## config.mk

```make
export PLATFORM = sky130hd
export DESIGN_NAME = systolic_input_skewer
export DESIGN_NICKNAME = d
export VERILOG_FILES = /design/src/rtl/systolic_input_skewer.sv
export SDC_FILE = /design/constraint.sdc
export NUM_CORES = 1
export LEC_CHECK = 0
export ABC_CLOCK_PERIOD_IN_PS = 7200
export BUFFER_PORTS_ARGS = -buffer_cell sky130_fd_sc_hd__buf_2
export CAP_MARGIN = 20
export CORE_MARGIN = 2
export CORE_UTILIZATION = 35
export DETAILED_ROUTE_END_ITERATION = 10
export GPL_TIMING_DRIVEN = 0
export SYNTH_ARGS = -nofsm -noshare
export SYNTH_HDL_FRONTEND = slang
export SYNTH_SLANG_ARGS = --single-unit
```

## constraint.sdc

```tcl
create_clock -name clk_i -period 7.2 [get_ports clk_i]
set_input_delay 1.08 -clock clk_i [delete_from_list [all_inputs] [get_ports clk_i]]
set_output_delay 1.08 -clock clk_i [all_outputs]
set_load 0.01 [all_outputs]
```

## src/rtl/systolic_input_skewer.sv

```systemverilog
// systolic_input_skewer: buffers A columns and streams them to the array with row r delayed r cycles.
// Optional SKEW_REPLAY_EN keeps the buffered columns after a pass and adds clear_i.
module systolic_input_skewer #(
  parameter int ROWS   = 2,
  parameter int DATA_W = 16,
  parameter int DEPTH  = 8
) (
  input  logic                        clk_i,
  input  logic                        rst_ni,
  input  logic                        ld_valid_i,
  output logic                        ld_ready_o,
  input  logic [ROWS*DATA_W-1:0]      ld_data_i,
  input  logic                        start_i,
  input  logic                        hold_i,
`ifdef SKEW_REPLAY_EN
  input  logic                        clear_i,
`endif
  output logic [ROWS*DATA_W-1:0]      a_out_o,
  output logic [ROWS-1:0]             a_valid_o,
  output logic                        busy_o,
  output logic                        done_o,
  output logic [$clog2(DEPTH+1)-1:0]  count_o
);
  localparam int CW = $clog2(DEPTH + 1);
  localparam int TW = $clog2(DEPTH + ROWS);
  localparam int AW = DEPTH > 1 ? $clog2(DEPTH) : 1;
  typedef enum logic [1:0] {IDLE, STREAM, DONE} state_e;
  state_e state_q, state_d;
  logic [CW-1:0] count_q, count_d, count_ld, ce;
  logic [TW-1:0] t_q, t_d, ts;
  logic [ROWS*DATA_W-1:0] a_out_q, a_out_d, step_data;
  logic [ROWS-1:0] a_valid_q, a_valid_d, step_valid;
  logic done_q, done_d, fire, clr;
  logic [AW-1:0] wr_addr;
  logic [ROWS*DATA_W-1:0] mem_q [DEPTH];
`ifdef SKEW_REPLAY_EN
  assign clr = clear_i && state_q == IDLE;
`else
  assign clr = 1'b0;
`endif
  assign ld_ready_o = state_q == IDLE && count_q < CW'(DEPTH);
  assign fire       = ld_valid_i && ld_ready_o;
  assign wr_addr    = clr ? '0 : AW'(count_q);
  assign count_ld   = clr ? CW'(fire) : count_q + CW'(fire);
  // Step 0 is produced on the start edge, so a beat loaded that same cycle is bypassed in.
  assign ts = state_q == IDLE ? '0 : t_q;
  assign ce = state_q == IDLE ? count_ld : count_q;
  always_comb begin
    step_data  = '0;
    step_valid = '0;
    for (int r = 0; r < ROWS; r++)
      if (int'(ts) - r >= 0 && int'(ts) - r < int'(ce)) begin
        step_valid[r] = 1'b1;
        step_data[r*DATA_W +: DATA_W] = (fire && AW'(int'(ts) - r) == wr_addr) ?
          ld_data_i[r*DATA_W +: DATA_W] : mem_q[AW'(int'(ts) - r)][r*DATA_W +: DATA_W];
      end
  end
  // t_q always points one past the step currently on the outputs.
  always_comb begin
    state_d   = state_q;
    count_d   = count_q;
    t_d       = t_q;
    a_out_d   = a_out_q;
    a_valid_d = a_valid_q;
    done_d    = 1'b0;
    case (state_q)
      IDLE: begin
        count_d = count_ld;
        if (start_i && count_ld != '0) begin
          state_d   = STREAM;
          t_d       = TW'(1);
          a_out_d   = step_data;
          a_valid_d = step_valid;
        end else if (start_i) done_d = 1'b1;
      end
      STREAM: if (!hold_i) begin
        if (int'(t_q) == int'(count_q) + ROWS - 1) begin
          state_d   = DONE;
          a_out_d   = '0;
          a_valid_d = '0;
          done_d    = 1'b1;
`ifndef SKEW_REPLAY_EN
          count_d   = '0;
`endif
        end else begin
          t_d       = t_q + 1'b1;
          a_out_d   = step_data;
          a_valid_d = step_valid;
        end
      end
      default: state_d = IDLE;
    endcase
  end
  always_ff @(posedge clk_i or negedge rst_ni)
    if (!rst_ni) begin
      state_q   <= IDLE;
      count_q   <= '0;
      t_q       <= '0;
      a_out_q   <= '0;
      a_valid_q <= '0;
      done_q    <= 1'b0;
    end else begin
      state_q   <= state_d;
      count_q   <= count_d;
      t_q       <= t_d;
      a_out_q   <= a_out_d;
      a_valid_q <= a_valid_d;
      done_q    <= done_d;
    end
  always_ff @(posedge clk_i)
    if (fire) mem_q[wr_addr] <= ld_data_i;
  assign a_out_o   = a_out_q;
  assign a_valid_o = a_valid_q;
  assign busy_o    = state_q == STREAM;
  assign done_o    = done_q;
  assign count_o   = count_q;
endmodule

```

# After elaboration in Yosys (flattened, before gate mapping)
# Memories as Yosys holds them, arrays and structs flattened.
# Index checks and enable logic that the tools add are counted.
[totals]
ff_bits = 45
mem_bits_rw = 256
inputBits = 37
output_inout_bits = 41
word_cells = 73
mem_count = 1
[op_classes]
n_addsub = 5
magnitude_cmp = 5
n_eq_ne = 8
mux = 34
n_reduce_logical = 14
[memory_table]
columns = ["memory", "words", "word_bits", "rd", "rd_ports_with_merged_regs", "wr", "line_no", "source"]
rows = [
  ["mem_q", 8, 32, 2, 0, 1, "35", "logic [ROWS*DATA_W-1:0] mem_q [DEPTH];"],
]
[ops]
columns = ["operator", "count"]
rows = [
  ["$mux 32", 3],
  ["$mux 16", 4],
  ["$pmux 32 s2", 1],
  ["$ge 32x1->1 const B", 1],
  ["$lt 32x5->1", 1],
  ["$mux 4", 7],
  ["$pmux 4 s2", 2],
  ["$mux 2", 6],
  ["$reduce_and 3->1", 3],
  ["$mux 1", 8],
  ["$pmux 2 s2", 2],
  ["$logic_and 1x1->1", 7],
  ["$eq 3x3->1", 2],
  ["$eq 5x6->1", 1],
  ["$sub 5x1->6 const B", 1],
  ["$add 4x2->5 const B", 1],
  ["$sub 4x1->5 const B", 1],
  ["$add 4x1->4", 1],
  ["$add 4x1->4 const B", 1],
  ["$ge 4x1->1 const B", 1],
  ["$lt 4x4->1", 1],
  ["$lt 4x4->1 const B", 1],
  ["$ne 2x1->1 const B", 2],
  ["$ne 2x2->1 const B", 2],
  ["6 further kinds", 6],
]

# Depth between registers and ports, before layout
[depth]
word_depth = 11
ltp_mapped = 15
depth_no_buf = 10

# Worst setup path after synthesis
# Ideal clock, no wire load.
[synth_timing]
path_type = "input port to flip-flop"
startpoint = "input port ld_valid_i"
endpoint = "memory mem_q[1][0] (netlist name) (enable)"
setup_time_ps = 461
t_arrival_ps = 3675
t_required_ps = 6739
path_slack_ps = 3064
cell_stages = 3
path_buffers = 0
path_cell_list = "nor4b_4 > nand2_1 > nor3_1"
[synth_via]
elab_chain_len = 3
[synth_lines]
columns = ["item", "line_no", "source"]
rows = [
  ["start: declaration", "10", "input logic ld_valid_i,"],
  ["$logic_and 1x1->1", "42", "assign fire = ld_valid_i && ld_ready_o;"],
  ["$mux 1", "111", "if (fire) mem_q[wr_addr] <= ld_data_i;"],
  ["$mux 1 (implied by the code)", "111", ""],
  ["end: declaration", "35", ""],
]
# No other way between the ends.

# Worst setup path after layout
[layout_timing]
startpoint = "register state_q[1]"
endpoint = "register a_out_q[21], in the netlist a_out_o[21]"
[layout_via]
elab_chain_len = 11
word_cells_on_any_way = 26
classes_between = "2 x add/sub; 2 x order compare; 4 x eq/ne; 8 x mux; 9 x reduce/logical; 1 x memory"
[layout_lines]
columns = ["item", "line_no", "source"]
rows = [
  ["start: declaration", "28", "state_e state_q, state_d;"],
  ["start signal: assignment", "103", "state_q <= state_d;"],
  ["$logic_not 2->1", "--", ""],
  ["$logic_and 1x1->1", "41", "assign ld_ready_o = state_q == IDLE && count_q < CW'(DEPTH);"],
  ["$logic_and 1x1->1", "42", ""],
  ["$add 4x1->4", "44", "assign count_ld = clr ? CW'(fire) : count_q + CW'(fire);"],
  ["$mux 4", "47", "assign ce = state_q == IDLE ? count_ld : count_q;"],
  ["$lt 32x5->1", "52", "if (int'(ts) - r >= 0 && int'(ts) - r < int'(ce)) begin"],
  ["$logic_and 1x1->1", "52", ""],
  ["$mux 16", "52", ""],
  ["$mux 32", "77", "if (int'(t_q) == int'(count_q) + ROWS - 1) begin"],
  ["$mux 32", "76", "STREAM: if (!hold_i) begin"],
  ["$pmux 32 s2", "66", "case (state_q)"],
  ["end signal: assignment", "106", "a_out_q <= a_out_d;"],
  ["end: declaration", "31", "logic [ROWS*DATA_W-1:0] a_out_q, a_out_d, step_data;"],
]
# Parallel ways exist; a longest one is shown, timed or not. The select of a mux whose other input is x is not followed.
# A chain may end at the register's enable or synchronous reset.

==> results.sh <==
export IMPL_layout_drive_gt1_share_pct=21.94
export IMPL_path_max_fanout=10
export IMPL_tightest_slew_ns=1.019
export IMPL_vdd_drop_max_uv=317.4
export IMPL_slowest_delay_ns=0.81
export IMPL_pwr_share_clk_pct=24.3
export IMPL_ys_flop_type="edfxtp_1"
export IMPL_total_power_mw=6.440
export IMPL_die_area_mm2=0.03804
export IMPL_p_sw_share_pct=37.08
export IMPL_start_util_pct=35.74
export IMPL_dp_cells=1426
export IMPL_n_antenna_cell=0
export IMPL_post_cts_buffers=0
export IMPL_cp_common_cell="buf_2"
export IMPL_synthCells=877
export IMPL_insertion_delay_ns=0.56
export IMPL_cap_violations=0
export IMPL_ys_types=61
export IMPL_reg2reg_to="a_out_o[21]$_DFFE_PN0P_"
export IMPL_stdcell_area_mm2=0.01497
export IMPL_vias=7721
export IMPL_pwr_share_comb_pct=41.8
export IMPL_grt_max_degree=42
export IMPL_drt_pre_antenna_iters=5
export IMPL_end_kind="flop"
export IMPL_clockRootBuffer="clkbuf_16"
export IMPL_placed_area_mm2=0.01399
export IMPL_netlist_area_mm2=0.01277
export IMPL_buffer_ports_inserted=77
export IMPL_ys_seq_area_share_pct=69.00
export IMPL_die_x_um=195.0
export IMPL_min_path_type="reg -> reg"
export IMPL_r2r_start="state_q[1]$_DFFE_PN0P_"
export IMPL_powerDensity_mw_per_mm2=430.1
export IMPL_place_gp_congestion=0.7903
export IMPL_drt_wirelength_per_cell_um=21.33
export IMPL_critPathKind="reg -> reg"
export IMPL_fmax_mhz=221.3
export IMPL_h_tree_depth=1
export IMPL_period_needed_ns=4.519
export IMPL_post_cts_resize_count=0
export IMPL_holdPathEnd="a_out_o[17]$_DFFE_PN0P_"
export IMPL_slew_violations=0
export IMPL_cts_inserted_buffers=30
export IMPL_drc=0
export IMPL_ys_ff_latch=301
export IMPL_tns_ns=0
export IMPL_clkTransAtPathRegs_ns=0.06
export IMPL_setup_viol=0
export IMPL_drtIter0Drc=688
export IMPL_met2WireLength_mm=14.75
export IMPL_place_hpwl_mm=20.18
export IMPL_grt_antenna_before_repair=1
export IMPL_rsz0062_at_grt="no"
export IMPL_slowest_stage="o211ai_1"
export IMPL_drt_met1_wl_mm=14.48
export IMPL_routed_wl_mm=31.61
export IMPL_clockBufferDepth=3
export IMPL_die_h_um=195.0
export IMPL_postRouteAntennaNets=0
export IMPL_routed_via_density=5.210
export IMPL_holdBufCountCts=0
export IMPL_fillCellCount=3301
export IMPL_holdPathStages=2
export IMPL_design_core_area_mm2=0.03574
export IMPL_syn_area_per_cell_um2=14.56
export IMPL_power_switching_mw=2.388
export IMPL_skew_ns=0.01334
export IMPL_period_share_pct=62.76
export IMPL_routed_top_layer="met5"
export IMPL_cts_sinks=301
export IMPL_leakage_nw=5.572
export IMPL_final_instance_count_excl_fill=1482
export IMPL_status="complete, no violations"
export IMPL_hold_start="a_out_o[17]$_DFFE_PN0P_"
export IMPL_synth_async_sr_flop_share_pct=14.95
export IMPL_synth_edf_count=256
export IMPL_cp_arrival_ns=4.94
export IMPL_ys_warn_count=0
export IMPL_synth_nets=923
export IMPL_r2r_slack_ns=2.68
export IMPL_grt_first_pass_wirelength_mm=47.72
export IMPL_r2r_cells=15
export IMPL_required_ns=7.62
export IMPL_hold_violations=0
export IMPL_cts_tree="done"
export IMPL_gr_total_overflow=0
export IMPL_pwr_share_seq_pct=33.9
export IMPL_io_pin_count=78
export IMPL_grt_util_all_layers_pct=16.54
export IMPL_critPathLaunchType="flop"
export IMPL_grt_pass1_vias=7805
export IMPL_cp_cell_sequence="buf_6 -> or2_1 -> buf_2 -> nand2_1 -> ha_1 -> buf_2 -> buf_1 -> inv_1 -> ha_1 -> a21o_1 -> o221ai_1 -> o311a_1 -> o211ai_1 -> buf_2 -> o21ai_1"
export IMPL_relSlewSlack_pct=31.77
export IMPL_nNetsFinal=1043
export IMPL_fp_row_count=69
export IMPL_internal_power_mw=4.052
export IMPL_areaGrowthSynthToFinish_pct=17.21
export IMPL_route_met3_wl_mm=1.698
-- through the flow --
| stage | hold slack [ns] | worst slack (ns) | util, % |
|---|---|---|---|
| after floorplan | 0.5115 | 3.064 | - |
| after detailed placement | 0.4653 | 2.693 | 39.13 |
| after global placement | 0.4566 | 0.4565 | 38.43 |
| after global routing | 0.4999 | 2.433 | 41.89 |
| after CTS | 0.4787 | 2.666 | 41.89 |
| final | 0.4748 | 2.681 | 41.89 |
-- worst max-delay path by stage --
stage	startpoint	to	slack [ns]	cells past startpoint
3_5_place_dp	state_q[1]$_DFFE_PN0P_	a_out_o[26]$_DFFE_PN0P_	2.69	15
2_1_floorplan	ld_valid_i	mem_q[1][0]$_DFFE_PP_	3.06	3
3_3_place_gp	ld_valid_i	mem_q[1][10]$_DFFE_PP_	0.46	4
6_report	state_q[1]$_DFFE_PN0P_	a_out_o[21]$_DFFE_PN0P_	2.68	15
4_1_cts	state_q[1]$_DFFE_PN0P_	a_out_o[26]$_DFFE_PN0P_	2.67	15
5_1_grt	state_q[1]$_DFFE_PN0P_	a_out_o[25]$_DFFE_PN0P_	2.43	15
-- metal layers --
layer	vias up	track usage [%]
li1	3573	-
met1	3868	23.18
met2	227	26.98
met3	51	2.971
met4	2	3.619
met5	-	0
-- registers in the layout, indices dropped and copies added, names as in the netlist --
name,count
a_out_o,32
t_q,4
a_valid_o,2
mem_q,256
state_q,2
count_o,4
done_o,1
-- cells in the final DEF (no fill, tap or decap), drive strengths merged, types with 4 or more instances in the layout --
cell / count
clkinv: 13
inv: 20
ha: 9
edfxtp: 256
buf: 123
clkbuf: 62
mux2: 18
o2bb2a: 16
nand2: 83
o21ai: 41
a211oi: 15
and2: 5
a31oi: 17
o31ai: 15
xor2: 5
xnor2: 6
nand3: 8
nor2: 78
a21o: 4
nand2b: 5
nor3: 6
o22ai: 15
a22oi: 17
a21oi: 18
mux4: 15
mux2i: 66
dfrtp: 45
o211ai: 5
-- Yosys cell counts (all sizes together) (2+ instances only) --
library cell  count  area (um^2)
edfxtp          256         7687
nand2            83        314.1
nor2             78        300.3
mux2i            66        660.6
dfrtp            45         1126
o21ai            41        216.5
buf              35        203.9
clkbuf           22        82.58
inv              20        75.07
a21oi            18        90.09
mux2             18        202.7
a22oi            17        141.4
a31oi            17        106.4
o2bb2a           16        160.2
a211oi           15        112.6
mux4             15        337.8
o22ai            15        93.84
o31ai            15        157.7
ha                9        112.6
nand3             8        40.04
nor3              6        41.29
xnor2             6        52.55
and2              5        31.28
nand2b            5        31.28
o211ai            5        42.54
xor2              5        43.79
a21o              4        30.03
a22o              3        26.28
nor2b             3        18.77
or3               3        18.77
nand3b            2        15.01
o221ai            2        17.52
or2               2        12.52
or3b              2        17.52
-- area by class of cell --
class                      instances  area [um^2]  share of cell area, %
multi-input combinational        498         3643                  24.34
sequential                       301         8813                  58.87
tap                              461        576.8                  3.853
buffer                            57        286.5                  1.914
clock buffer                      40        829.5                  5.541
timing repair buffer              88        585.6                  3.911
clock inverter                    16        156.4                  1.045
inverter                          21        80.08                 0.5348
-- cells by family (layout without fill, tap and decap cells) --
group | after synthesis | after routing | share of synthesized area (%)
DFF | 301 | 301 | 69.00
and+or+nand+nor | 203 | 203 | 7.102
AOI/OAI and AO/OA | 176 | 176 | 9.991
muxes | 99 | 99 | 9.403
buffers and inverters | 78 | 222 | 2.870
xor gates and xnor gates | 11 | 11 | 0.7542
adders and majority gates | 9 | 9 | 0.8816
-- power by group through the flow --
stage / clock [mW] / combinational, mW / sequential, mW
after floorplan: 0 / 1.83 / 2.23
after global placement: 0 / 2.64 / 2.22
after detailed placement: 0 / 2.70 / 2.22
after CTS: 1.59 / 2.72 / 2.18
after global routing: 1.65 / 2.94 / 2.20
final: 1.57 / 2.69 / 2.18
-- worst max-delay path: cells and delay by family (launching register included) --
kind	cells	cell delay, ns
flip-flops	1	0.34
AND/OR/NAND/NOR	2	0.24
AO/OA/AOI/OAI	5	1.27
adder cells (fa/ha/maj)	2	0.69
buffers and inverters	6	1.82
(Power assumes the default switching activity.)
